### config.mk
export PLATFORM = sky130hd
export DESIGN_NAME = hex_cmd_parser
export DESIGN_NICKNAME = d
export VERILOG_FILES = /design/src/rtl/hex_cmd_parser_pkg.sv /design/src/rtl/hex_cmd_parser_ascii_to_hex.sv /design/src/rtl/hex_cmd_parser.sv
export SDC_FILE = /design/constraint.sdc
export NUM_CORES = 1
export LEC_CHECK = 0
export CAP_MARGIN = 20
export CORE_MARGIN = 5
export CORE_UTILIZATION = 55
export DETAILED_ROUTE_END_ITERATION = 6
export GPL_TIMING_DRIVEN = 0
export HOLD_SLACK_MARGIN = 0.03
export PLACE_DENSITY = 0.86
export SYNTH_ARGS = -nofsm -noshare
export SYNTH_HDL_FRONTEND = slang
export SYNTH_SLANG_ARGS = --single-unit
export TNS_END_PERCENT = 50
### constraint.sdc
create_clock -name clk -period 3.5 [get_ports clk]
set_input_delay 0.35 -clock clk [delete_from_list [all_inputs] [get_ports clk]]
set_output_delay 0.35 -clock clk [all_outputs]
set_load 0.02 [all_outputs]
### src/rtl/hex_cmd_parser_pkg.sv
// Shared constants and state encoding for the hex command parser.
package hex_cmd_pkg;

  localparam logic [7:0] CH_W  = 8'h57;
  localparam logic [7:0] CH_R  = 8'h52;
  localparam logic [7:0] CH_CR = 8'h0D;
  localparam logic [7:0] CH_LF = 8'h0A;

  localparam logic [2:0] ERR_NONE     = 3'd0;
  localparam logic [2:0] ERR_OPCODE   = 3'd1;
  localparam logic [2:0] ERR_HEX      = 3'd2;
  localparam logic [2:0] ERR_EARLY_CR = 3'd3;
  localparam logic [2:0] ERR_TIMEOUT  = 3'd4;
  localparam logic [2:0] ERR_NO_CR    = 3'd5;

  typedef enum logic [2:0] {
    ST_IDLE,
    ST_ADDR,
    ST_DATA,
    ST_EOL,
    ST_HOLD,
    ST_SYNC
  } state_e;

endpackage

### src/rtl/hex_cmd_parser_ascii_to_hex.sv
// ascii_to_hex: converts one uppercase ASCII hex character to a nibble.
// error is high for anything outside '0'-'9' and 'A'-'F'.
module ascii_to_hex (
  input  logic [7:0] ascii,
  output logic [3:0] hex_out,
  output logic       error
);

  always_comb begin
    hex_out = 4'd0;
    error   = 1'b0;
    if (ascii >= 8'h30 && ascii <= 8'h39) begin
      hex_out = ascii[3:0];
    end else if (ascii >= 8'h41 && ascii <= 8'h46) begin
      hex_out = ascii[3:0] + 4'd9;
    end else begin
      error = 1'b1;
    end
  end

endmodule

### src/rtl/hex_cmd_parser.sv
// hex_cmd_parser: turns ASCII "W<addr><data>\r" / "R<addr>\r" lines into commands.
// Optional idle-byte timeout is built when CMD_TIMEOUT_EN is defined.
//
// state | meaning
// IDLE  | waiting for 'W'/'R'; CR/LF ignored
// ADDR  | collecting address hex characters
// DATA  | collecting write-data hex characters
// EOL   | expecting the terminating CR
// HOLD  | command presented, waiting for cmd_ready
// SYNC  | discarding a bad line up to its CR
module hex_cmd_parser
  import hex_cmd_pkg::*;
#(
  parameter int ADDR_NIBBLES   = 2,
  parameter int DATA_NIBBLES   = 8,
  parameter int TIMEOUT_CYCLES = 1000000
) (
  input  logic                      clk,
  input  logic                      rst_n,
  input  logic                      rx_valid,
  input  logic [7:0]                rx_data,
  output logic                      rx_ready,
  output logic                      cmd_valid,
  input  logic                      cmd_ready,
  output logic                      cmd_write,
  output logic [4*ADDR_NIBBLES-1:0] cmd_addr,
  output logic [4*DATA_NIBBLES-1:0] cmd_wdata,
  output logic                      err_valid,
  output logic [2:0]                err_code
);

  localparam int AW    = 4 * ADDR_NIBBLES;
  localparam int DW    = 4 * DATA_NIBBLES;
  localparam int MAXN  = (ADDR_NIBBLES > DATA_NIBBLES) ? ADDR_NIBBLES : DATA_NIBBLES;
  localparam int CNT_W = $clog2(MAXN + 1);

  if (TIMEOUT_CYCLES < 2) begin : g_tmo_check
    $error("TIMEOUT_CYCLES must be at least 2");
  end

  state_e           state_q, state_d;
  logic             write_q, write_d;
  logic [AW-1:0]    addr_q, addr_d;
  logic [DW-1:0]    wdata_q, wdata_d;
  logic [CNT_W-1:0] cnt_q, cnt_d;
  logic             err_v_d;
  logic [2:0]       err_c_d;
  logic [3:0]       nibble;
  logic             hex_err;
  logic             accept;

  ascii_to_hex u_ascii_to_hex (
    .ascii   (rx_data),
    .hex_out (nibble),
    .error   (hex_err)
  );

  assign rx_ready  = (state_q != ST_HOLD);
  assign accept    = rx_valid && rx_ready;
  assign cmd_valid = (state_q == ST_HOLD);
  assign cmd_write = write_q;
  assign cmd_addr  = addr_q;
  assign cmd_wdata = wdata_q;

`ifdef CMD_TIMEOUT_EN
  localparam int TMO_W = $clog2(TIMEOUT_CYCLES);
  logic [TMO_W-1:0] tmo_q, tmo_d;
`endif

  always_comb begin
    state_d = state_q;
    write_d = write_q;
    addr_d  = addr_q;
    wdata_d = wdata_q;
    cnt_d   = cnt_q;
    err_v_d = 1'b0;
    err_c_d = ERR_NONE;
`ifdef CMD_TIMEOUT_EN
    tmo_d   = '0;
`endif
    case (state_q)
      ST_IDLE: if (accept) begin
        if (rx_data == CH_W || rx_data == CH_R) begin
          write_d = (rx_data == CH_W);
          addr_d  = '0;
          wdata_d = '0;
          cnt_d   = '0;
          state_d = ST_ADDR;
        end else if (rx_data != CH_CR && rx_data != CH_LF) begin
          err_v_d = 1'b1;
          err_c_d = ERR_OPCODE;
          state_d = ST_SYNC;
        end
      end
      ST_ADDR, ST_DATA: if (accept) begin
        if (rx_data == CH_CR) begin
          err_v_d = 1'b1;
          err_c_d = ERR_EARLY_CR;
          state_d = ST_IDLE;
        end else if (hex_err) begin
          err_v_d = 1'b1;
          err_c_d = ERR_HEX;
          state_d = ST_SYNC;
        end else if (state_q == ST_ADDR) begin
          addr_d = (addr_q << 4) | AW'(nibble);
          if (cnt_q == CNT_W'(ADDR_NIBBLES - 1)) begin
            cnt_d   = '0;
            state_d = write_q ? ST_DATA : ST_EOL;
          end else begin
            cnt_d = cnt_q + 1'b1;
          end
        end else begin
          wdata_d = (wdata_q << 4) | DW'(nibble);
          if (cnt_q == CNT_W'(DATA_NIBBLES - 1)) begin
            cnt_d   = '0;
            state_d = ST_EOL;
          end else begin
            cnt_d = cnt_q + 1'b1;
          end
        end
      end
      ST_EOL: if (accept) begin
        if (rx_data == CH_CR) begin
          state_d = ST_HOLD;
        end else begin
          err_v_d = 1'b1;
          err_c_d = ERR_NO_CR;
          state_d = ST_SYNC;
        end
      end
      ST_HOLD: if (cmd_ready) state_d = ST_IDLE;
      ST_SYNC: if (accept && rx_data == CH_CR) state_d = ST_IDLE;
      default: state_d = ST_IDLE;
    endcase
`ifdef CMD_TIMEOUT_EN
    // Only idle cycles inside a line advance the timer; any accepted byte restarts it.
    if (!accept && (state_q == ST_ADDR || state_q == ST_DATA || state_q == ST_EOL)) begin
      if (tmo_q == TMO_W'(TIMEOUT_CYCLES - 1)) begin
        err_v_d = 1'b1;
        err_c_d = ERR_TIMEOUT;
        state_d = ST_IDLE;
        addr_d  = '0;
        wdata_d = '0;
        cnt_d   = '0;
      end else begin
        tmo_d = tmo_q + 1'b1;
      end
    end
`endif
  end

  always_ff @(posedge clk or negedge rst_n) begin
    if (!rst_n) begin
      state_q   <= ST_IDLE;
      write_q   <= 1'b0;
      addr_q    <= '0;
      wdata_q   <= '0;
      cnt_q     <= '0;
      err_valid <= 1'b0;
      err_code  <= ERR_NONE;
    end else begin
      state_q   <= state_d;
      write_q   <= write_d;
      addr_q    <= addr_d;
      wdata_q   <= wdata_d;
      cnt_q     <= cnt_d;
      err_valid <= err_v_d;
      err_code  <= err_c_d;
    end
  end

`ifdef CMD_TIMEOUT_EN
  always_ff @(posedge clk or negedge rst_n) begin
    if (!rst_n) tmo_q <= '0;
    else        tmo_q <= tmo_d;
  end
`endif

endmodule

==> impl_metrics.csv, run 1 <==
group,metric,value,unit
timing,max_freq,0.348,GHz
clock_tree,tritoncts,"built",
yosys,ys_async_sr_fraction,100,%
worst_setup_path,critPathLaunch,"rx_data[1]",
timing,min_period,2.87,ns
worst_setup_path,path_max_fanout,10,
worst_setup_path,crit_path_start_kind,"input port",
die,start_util,57.7,%
clock_tree,clk_path_buf_depth,2,
clock_tree,cts_buffers,5,
final_layout,drive_gt1_share,10.6,%
yosys,synth_area,2780,um2
drt,wl,6790,um
placement,pre_cts_ws,0.369,ns
yosys,ys_warn_count,0,
flow_run,drv_cap,0,
global_route,overflow,0,
die,die_y,81.1,um
clock_tree,worstSkewPairLatency,0.31,ns
die,core_area,4820,um2
timing,tightest_slew,0.581,ns
timing,whs,0.472,ns
yosys,syn_inst,289,
timing,relSlewSlack,61.2,%
yosys,synth_edf_count,0,
timing,setup_viol,0,
final_layout,num-fill-cells,368,
clock_tree,clock_sinks,52,
worst_setup_path,cpPeakStageDelay,0.62,ns
timing,finalHoldViolCount,0,
worst_setup_path,reg2reg_from,"state_q[1]$_DFFE_PN0P_",
worst_setup_path,cp-end-kind,"register",
timing,clock_skew,0.0121,ns
final_layout,final_core_util,73.8,%
placement,gp_congestion,0.940,
timing,setup_ws,0.630,ns
die,rows,25,
placement,port_buffers,58,
placement,place_inst,415,
global_route,grt_max_degree,41,
timing,drv_slew,0,
drt,drc,0,
drt,viasPerCell,5.75,
power_and_ir_drop,p_per_area,710,nW/um2
power_and_ir_drop,leakage,0.00147,uW
drt,drtIter0Drc,201,
timing,rsz0062_at_grt,"false",
timing,tns,0,ns
worst_setup_path,cp_top_family,"compound AO/OA/AOI/OAI gates",
drt,ant_nets,0,
final_layout,nets,374,
yosys,synth_area_per_cell,9.62,um2
yosys,ys_seq_area_share,46.8,%
timing,post-route-period-util,82.0,%
clock_tree,cts_max_level,2,
hold_path,hold_path_class,"input port to asynchronous set/reset pin",
yosys,synthFlopType,"dfrtp_1",
worst_setup_path,cp_slowest_cell,"a2111oi_4",
final_layout,syn2layout_area_growth,27.9,%
global_route,grt_pass1_wl,11700,um
final_layout,antenna_cells,0,
clock_tree,clk_pin_slew,0.10,ns
die,die_w,81.1,um
outcome,status,"finished clean",
global_route,antenna_found_initial,0,
drt,wl_per_cell,16.0,um
yosys,synth_nets,307,
worst_setup_path,critical_path_class,"input port to register",
die,dieArea,6580,um2
drt,vias,2440,
die,io_pins,59,
worst_setup_path,critPathBufInv,3,
global_route,track_usage,23.0,%
drt,dr.pass1.iters,4,
yosys,synth_cell_types,52,
worst_setup_path,path_cells,"clkdlybuf4s50_1 > inv_1 > ha_1 > o21bai_1 > a2111oi_4 > a21oi_2 > a21boi_1 > clkbuf_1 > o21ai_0",
clock_tree,cts_setup_buffers,0,
power_and_ir_drop,ir_drop,0.386,mV
worst_setup_path,crit_arrival,3.05,ns
yosys,synth-seq-cells,52,
clock_tree,clock-root-buffer,"clkbuf_8",
global_route,grt_pass1_vias,2442,
placement,dp_hpwl,4940,um
final_layout,final_cells,424,
worst_setup_path,cp.required,3.69,ns
==> cells by family (layout without fill, tap and decap cells) <==
logic type	count (synthesis)	count (layout)	synth area share, %
and+or+nand+nor	86	86	18.5
AOI/OAI and AO/OA	74	74	18.5
buffers and inverters	58	126	8.37
DFF	52	52	46.8
muxes	12	12	4.82
adders and majority gates	6	6	2.70
xor gates and xnor gates	1	1	0.315
==> cell type report <==
cell class              instances  area [um2]  area share, %
inverters                      38         143           4.01
repair buffers                 60         606           17.0
flip-flops and latches         52        1300           36.6
clock buffers                   6        72.6           2.04
well taps                      67        83.8           2.36
clock inverters                 2        13.8          0.387
multi-input cells             179        1250           35.0
plain buffers                  20        90.1           2.53
==> layer usage <==
| metal | wire [um] | track usage [%] | part of all wire [%] | up-vias |
|---|---|---|---|---|
| met3 | 379 | 4.99 | 5.6 | 6 |
| met2 | 3290 | 37.3 | 48 | 74 |
| met4 | 77 | 6.25 | 1.1 | 0 |
| li1 | - | - | - | 1176 |
| met1 | 3050 | 31.2 | 45 | 1184 |
| met5 | 0 | 0 | 0 | - |
==> repair_timing <==
| action | CTS | global route |
|---|---|---|
| hold buffers | 1 | 0 |
| gates resized for setup | 0 | 0 |
| endpoints found under the hold margin | 12 | 0 |
==> report_power, final <==
part	leakage (uW)	internal, uW	switching, uW
clock network	0.0000456	143	202
registers	0.000705	786	142
logic	0.000719	524	729
==> cells in the mapped netlist, drive strengths merged (3+ instances only) <==
cell / n / area (um2)
mux2i: 4 / 40.0
clkbuf: 13 / 48.8
a21oi: 8 / 43.8
a21bo: 4 / 40.0
nor2: 8 / 30.0
mux2: 8 / 93.8
nor3: 6 / 40.0
nand2: 12 / 45.0
ha: 6 / 75.1
nand4: 34 / 213
a2111oi: 3 / 51.3
nand2b: 4 / 25.0
a21o: 3 / 22.5
inv: 37 / 139
dfrtp: 52 / 1300
nand3: 5 / 25.0
a211oi: 4 / 30.0
buf: 7 / 41.3
o21ai: 36 / 184
==> worst paths after layout <==
kind / to / slack, ns / cells past startpoint
worst max-delay path: cmd_wdata[12]$_DFFE_PN0P_ / 0.63 / 9
worst min-delay path: cmd_addr[1]$_DFFE_PN0P_ / 0.47 / 2
worst max register to register: cmd_wdata[17]$_DFFE_PN0P_ / 1.21 / 7
worst min register to register: cmd_addr[6]$_DFFE_PN0P_ / 0.51 / 1
max in group asynchronous: cnt_q[0]$_DFFE_PN0P_ / 2.53 / 3
min in group clk: cmd_addr[6]$_DFFE_PN0P_ / 0.51 / 1
==> worst register-to-register path: cells and delay by family, from the launching register on <==
family          cells  cell delay (ns)
compound gates      2             0.33
buf+inv             3             1.07
flops               1             0.43
simple gates        2             0.40
==> metrics by stage <==
step | area, um2 | power (uW)
4_1_cts | 3560 | 2530
6_report | 3560 | 2530
3_3_place_gp | 3440 | 2150
5_1_grt | 3560 | 2690
2_1_floorplan | 2780 | 1630
3_5_place_dp | 3460 | 2180
==> registers in the layout (all words and copies together), names as in the netlist <==
name and flops:
err_code 3, cmd_wdata 32, cmd_write 1, cnt_q 4
state_q 3, err_valid 1, cmd_addr 8
==> placed cells by master, fill, tap and decap left out, drive strengths merged, types with 2 or more instances in the layout <==
| cell | instances |
|---|---|
| a2111oi | 3 |
| o221ai | 2 |
| and4 | 2 |
| and3 | 2 |
| a21o | 3 |
| a21bo | 4 |
| a21oi | 8 |
| nand3b | 2 |
| mux2i | 4 |
| nand2b | 4 |
| nor4 | 2 |
| a211oi | 4 |
| clkbuf | 19 |
| mux2 | 8 |
| clkinv | 2 |
| clkdlybuf4s50 | 57 |
| nand2 | 12 |
| nor3 | 6 |
| o21ai | 36 |
| or3 | 2 |
| ha | 6 |
| nand3 | 5 |
| dfrtp | 52 |
| inv | 38 |
| nand4 | 34 |
| nor2b | 2 |
| a32o | 2 |
| nor2 | 8 |
| buf | 9 |
| o22ai | 2 |
No activity file was read; power rests on OpenSTA's default activity.
==> run 2, diff against run 1 <==
--- a/config.mk
+++ b/config.mk
@@ -7,11 +7,11 @@
 export LEC_CHECK = 0
 export CAP_MARGIN = 20
 export CORE_MARGIN = 5
-export CORE_UTILIZATION = 55
+export CORE_UTILIZATION = 46
 export DETAILED_ROUTE_END_ITERATION = 6
 export GPL_TIMING_DRIVEN = 0
 export HOLD_SLACK_MARGIN = 0.03
-export PLACE_DENSITY = 0.86
+export PLACE_DENSITY = 0.77
 export SYNTH_ARGS = -nofsm -noshare
 export SYNTH_HDL_FRONTEND = slang
 export SYNTH_SLANG_ARGS = --single-unit
==> constraint.sdc (replaced) <==
create_clock -name clk -period 2.35 [get_ports clk]
set_input_delay 0.235 -clock clk [delete_from_list [all_inputs] [get_ports clk]]
set_output_delay 0.235 -clock clk [all_outputs]
set_load 0.02 [all_outputs]
==> run 2 against run 1 <==
Compared with the run above: sequential share of layout area shrank 1.7 points; final cell count rose by 3.5%; die area is 17% higher; setup slack worse by 0.55 ns; global-route usage is 3.8 points lower; routed wire length grew 1.6%; utilization is 11 points lower; critical path depth shrank 2; clock skew decreased by 0.0028 ns; hold slack worse by 0.073 ns; non-clock buffer count grew 7; largest power group unchanged.
==> impl_metrics.csv, run 2 (synthesized netlist as in run 1, its figures left out) <==
group,metric,value,unit
clock_tree,clock-root-buffer,"clkbuf_8",
final_layout,syn2layout_area_growth,34.0,%
drt,wl,6900,um
placement,place_area,3470,um2
power_and_ir_drop,p_per_area,1040,nW/um2
outcome,status,"finished clean",
global_route,overflow,0,
clock_tree,tritoncts,"built",
timing,relSlewSlack,62.9,%
worst_setup_path,cp-end-kind,"register",
global_route,grt_pass1_vias,2464,
final_layout,final_cells,439,
die,die_y,87.7,um
worst_setup_path,cpPeakStageDelay,0.53,ns
worst_setup_path,path_cells,"clkdlybuf4s50_1 > nor4b_4 > and3b_1 > clkbuf_4 > a21oi_4 > or3_1 > o31ai_1",
clock_tree,cts_max_level,2,
die,rows,28,
worst_setup_path,crit_arrival,2.48,ns
clock_tree,clk_pin_slew,0.10,ns
worst_setup_path,path_max_fanout,9,
clock_tree,clock_sinks,52,
worst_setup_path,reg2reg_from,"state_q[1]$_DFFE_PN0P_",
clock_tree,cts_buffers,5,
final_layout,nets,381,
drt,dr.pass1.iters,5,
die,dieArea,7700,um2
timing,post-route-period-util,96.5,%
clock_tree,worstSkewPairLatency,0.31,ns
power_and_ir_drop,leakage,0.00157,uW
timing,max_freq,0.441,GHz
die,die_w,87.7,um
worst_setup_path,crit_path_start_kind,"input port",
power_and_ir_drop,power.total,3860,uW
drt,wl_per_cell,15.7,um
final_layout,layout_common_cells,"clkdlybuf4s50_1 (54), dfrtp_1 (52), inv_1 (37), nand4_1 (34), o21ai_0 (33)",
worst_setup_path,critical_path_class,"input port to register",
final_layout,finalInstanceArea,3730,um2
worst_setup_path,cp_slowest_cell,"clkdlybuf4s50_1",
global_route,antenna_found_initial,0,
die,core_area,5890,um2
timing,whs,0.399,ns
drt,ant_nets,0,
die,io_pins,59,
drt,viasPerCell,5.68,
timing,tightest_slew,0.553,ns
timing,min_period,2.27,ns
final_layout,final_common_cell,"clkdlybuf4s50_1",
placement,dp_hpwl,4900,um
final_layout,antenna_cells,0,
timing,clock_skew,0.00933,ns
clock_tree,clk_path_buf_depth,2,
placement,gp_congestion,0.953,
timing,setup_viol,0,
drt,vias,2495,
worst_setup_path,r2r_slack,0.19,ns
placement,port_buffers,58,
die,start_util,47.2,%
drt,drc,0,
worst_setup_path,r2r-end,"cmd_wdata[5]$_DFFE_PN0P_",
power_and_ir_drop,ir_drop,0.536,mV
timing,finalHoldViolCount,0,
hold_path,hold_path_class,"input port to asynchronous set/reset pin",
timing,drv_slew,0,
global_route,grt_max_degree,35,
final_layout,drive_gt1_share,16.2,%
global_route,track_usage,19.1,%
drt,drtIter0Drc,231,
final_layout,num-fill-cells,488,
final_layout,largest_reg_flops,32,
flow_run,drv_cap,0,
placement,place_inst,423,
worst_setup_path,r2r_cells,7,
worst_setup_path,cp.required,2.56,ns
global_route,grt_pass1_wl,11700,um
==> run 2: what timing repair did <==
item	in CTS	in global routing
hold buffers	1	0
setup endpoints to repair	41	41
pin swaps	3	4
hold endpoints to repair	18	0
setup buffers	2	5
resized for setup	9	25
==> run 2: area by class of cell <==
cell class	count	area [um2]	area share [%]
Multi-Input combinational cell	179	1320	35.5
Inverter	38	143	3.83
Tap cell	75	93.8	2.52
Timing Repair Buffer	67	666	17.9
Clock inverter	3	21.3	0.571
Clock buffer	5	68.8	1.85
Buffer	20	110	2.96
Sequential cell	52	1300	34.9
==> run 2: worst max path at each step <==
| stage | startpoint | end | slack, ns |
|---|---|---|---|
| after floorplan | rx_data[1] | cmd_wdata[3]$_DFFE_PN0P_ | 0.26 |
| after global placement | rx_data[1] | cmd_wdata[3]$_DFFE_PN0P_ | -0.63 |
| after detailed placement | rx_data[1] | cmd_wdata[31]$_DFFE_PN0P_ | -0.69 |
| after CTS | rx_data[1] | cmd_addr[3]$_DFFE_PN0P_ | 0.008 |
| after global routing | rx_data[7] | cnt_q[3]$_DFFE_PN0P_ | -0.04 |
| final | rx_data[7] | cnt_q[3]$_DFFE_PN0P_ | 0.08 |
==> run 2: metal layers <==
layer | wire [um] | global-route usage, % | vias to the layer above
li1 | - | - | 1192
met1 | 3170 | 27.3 | 1187
met2 | 3220 | 29.7 | 104
met3 | 425 | 3.10 | 12
met4 | 90 | 6.69 | 0
met5 | 0 | 0 | -
==> run 2: worst max-delay path, delay by kind of cell <==
| kind | cells | cell delay, ns |
|---|---|---|
| simple gates | 3 | 1.09 |
| buf+inv | 2 | 0.75 |
| compound gates | 2 | 0.40 |
==> run 2: through the flow <==
stage               util [%]  setup TNS [ns]  setup WS [ns]
global route            63.3         -0.0792        -0.0357
detailed placement      58.9          -23.81         -0.691
global placement        58.7          -48.95         -0.631
CTS                     61.6               0        0.00763
floorplan                  -               0          0.257
finish                  63.3               0         0.0830
==> run 2: power breakdown <==
part	leakage, uW	total [uW]	internal [uW]	switching (uW)
clock network	0.0000445	516	212	304
registers	0.000705	1380	1170	213
logic	0.000820	1960	833	1130
total	0.00157	3860	2220	1650
==> run 3, diff against run 2 <==
--- a/config.mk
+++ b/config.mk
@@ -8,6 +8,7 @@
 export CAP_MARGIN = 20
 export CORE_MARGIN = 5
 export CORE_UTILIZATION = 46
+export CTS_BUF_LIST = sky130_fd_sc_hd__clkbuf_16
 export DETAILED_ROUTE_END_ITERATION = 6
 export GPL_TIMING_DRIVEN = 0
 export HOLD_SLACK_MARGIN = 0.03
==> run 3 against run 2 <==
Compared with the run above: register-to-register slack worse by 0.07 ns; die area stayed put; count of clock-buffer cells in the layout unchanged; sequential cell count unchanged; setup slack improved by 0.019 ns; routed wire length grew 2.9%; critical path depth is 1 higher; clock power grew 40%; clock skew hardly changed; first-iteration DRC count grew 32%; combinational power is essentially flat; sequential share of layout area decreased by 0.12 points; critical path type unchanged.
==> impl_metrics.csv, run 3 (synthesized netlist as in run 1, its figures left out) <==
group,metric,value,unit
drt,wl,7110,um
placement,dp_hpwl,4900,um
final_layout,nets,379,
global_route,grt_pass1_vias,2467,
placement,place_area,3470,um2
worst_setup_path,cp_top_family,"buffers and inverters",
clock_tree,clock_sinks,52,
global_route,grt_pass1_wl,11800,um
final_layout,antenna_cells,0,
worst_setup_path,critPathLaunch,"rx_data[6]",
clock_tree,tritoncts,"built",
worst_setup_path,critPathBufInv,3,
worst_setup_path,path_depth,8,
global_route,overflow,0,
drt,drc,0,
clock_tree,worstSkewPairLatency,0.29,ns
hold_path,hold_path_class,"input port to asynchronous set/reset pin",
drt,wl_per_cell,16.3,um
worst_setup_path,crit_arrival,2.43,ns
final_layout,final-seq-area,1300,um2
die,die_w,87.7,um
worst_setup_path,reg2reg_from,"state_q[2]$_DFFE_PN0P_",
power_and_ir_drop,ir_drop,0.582,mV
final_layout,num-fill-cells,505,
final_layout,syn2layout_area_growth,34.5,%
final_layout,final_cells,437,
clock_tree,cts_max_level,2,
worst_setup_path,cp.required,2.53,ns
drt,viasPerCell,5.73,
final_layout,final_common_cell,"clkdlybuf4s50_1",
clock_tree,cts_buffers,5,
worst_setup_path,critical_path_class,"input port to register",
die,die_y,87.7,um
worst_setup_path,crit_path_start_kind,"input port",
placement,port_buffers,58,
final_layout,drive_gt1_share,16.0,%
die,core_area,5890,um2
outcome,status,"finished clean",
final_layout,finalInstanceArea,3740,um2
global_route,antenna_found_initial,0,
timing,min_period,2.25,ns
final_layout,layout_common_cells,"clkdlybuf4s50_1 (53), dfrtp_1 (52), inv_1 (37), nand4_1 (34), o21ai_0 (19)",
timing,relSlewSlack,61.7,%
worst_setup_path,cp_slowest_cell,"clkdlybuf4s50_1",
placement,place_inst,423,
drt,vias,2502,
drt,dr.pass1.iters,4,
timing,post-route-period-util,95.6,%
worst_setup_path,path_cells,"clkdlybuf4s50_1 > nor4b_4 > and3b_1 > buf_2 > a21oi_2 > a21boi_2 > buf_6 > mux2_4",
clock_tree,clk_pin_slew,0.07,ns
global_route,grt_max_degree,35,
die,dieArea,7700,um2
worst_setup_path,path_max_fanout,10,
worst_setup_path,cp-end-kind,"register",
timing,clock_skew,0.00945,ns
worst_setup_path,cpPeakStageDelay,0.58,ns
timing,max_freq,0.445,GHz
die,rows,28,
die,io_pins,59,
global_route,track_usage,19.2,%
timing,setup_viol,0,
timing,finalHoldViolCount,0,
timing,tightest_slew,0.571,ns
flow_run,drv_cap,0,
placement,gp_congestion,0.953,
drt,ant_nets,0,
final_layout,multi_input_comb_area,1300,um2
die,start_util,47.2,%
power_and_ir_drop,p_per_area,1100,nW/um2
worst_setup_path,r2r_cells,6,
power_and_ir_drop,leakage,0.00159,uW
clock_tree,clk_path_buf_depth,2,
timing,drv_slew,0,
final_layout,largest_reg_flops,32,
power_and_ir_drop,power.total,4090,uW
clock_tree,clock-root-buffer,"clkbuf_16",
drt,drtIter0Drc,304,
-- run 3: cell count changes in the layout (fill, tap and decap cells not counted), sizes merged --
cell / change
clkdlybuf4s50: -1
buf: +2
dlymetal6s2s: -1
clkbuf: -4
dlygate4sd2: +2
-- run 3: stage by stage --
stage	hold slack [ns]	setup TNS (ns)	util (%)	setup WS, ns
finish	0.429	0	63.5	0.102
global route	0.492	-0.0586	63.5	-0.0128
CTS	0.447	0	62.7	0.0185
detailed placement	0.215	-23.81	58.9	-0.691
global placement	0.477	-48.95	58.7	-0.631
floorplan	-0.0606	0	-	0.257
-- run 3: path summary, 6_finish.rpt --
kind,slack [ns],end
min,0.43,cmd_addr[0]$_DFFE_PN0P_
max,0.10,cmd_wdata[3]$_DFFE_PN0P_
max reg2reg,0.12,state_q[1]$_DFFE_PN0P_
min reg2reg,0.49,cmd_addr[4]$_DFFE_PN0P_
max in group asynchronous,1.39,cmd_wdata[9]$_DFFE_PN0P_
min in group clk,0.49,cmd_addr[4]$_DFFE_PN0P_
-- run 3: per-layer routing --
| layer | vias up | global-route usage (%) | wire, um |
|---|---|---|---|
| li1 | 1188 | - | - |
| met1 | 1223 | 27.4 | 3240 |
| met2 | 85 | 30.1 | 3420 |
| met3 | 6 | 4.23 | 386 |
| met4 | 0 | 4.60 | 51 |
| met5 | - | 0 | 0 |
-- run 3: report_power, final --
part / internal (uW) / switching [uW] / total (uW)
combinational: 837 / 1150 / 1980
clock: 397 / 325 / 722
sequential: 1170 / 217 / 1390
total: 2410 / 1690 / 4090
-- run 3: worst reg2reg max path, delay by kind of cell, from the launching register on --
kind | cells | cell delay, ns
flip-flops | 1 | 0.38
buffers and inverters | 1 | 0.26
AO/OA/AOI/OAI | 2 | 0.69
AND/OR/NAND/NOR | 1 | 0.31
multiplexers | 2 | 0.53
-- run 3: layout make-up --
cell class                      instances  share of cell area [%]
Buffer                                 20                    2.88
Clock buffer                            5                    3.35
Clock inverter                          3                   0.569
Inverter                               38                    3.82
Multi-Input combinational cell        179                    34.8
Sequential cell                        52                    34.8
Tap cell                               75                    2.51
Timing Repair Buffer                   65                    17.3
-- run 3: repair_timing --
item                                    CTS  global route
pin swaps                                 4             4
setup buffers                             4             1
hold buffers                              1             0
hold endpoints to repair                 18             0
gates cloned                              0             0
resized for setup                        10            38
endpoints found under the setup margin   43            39
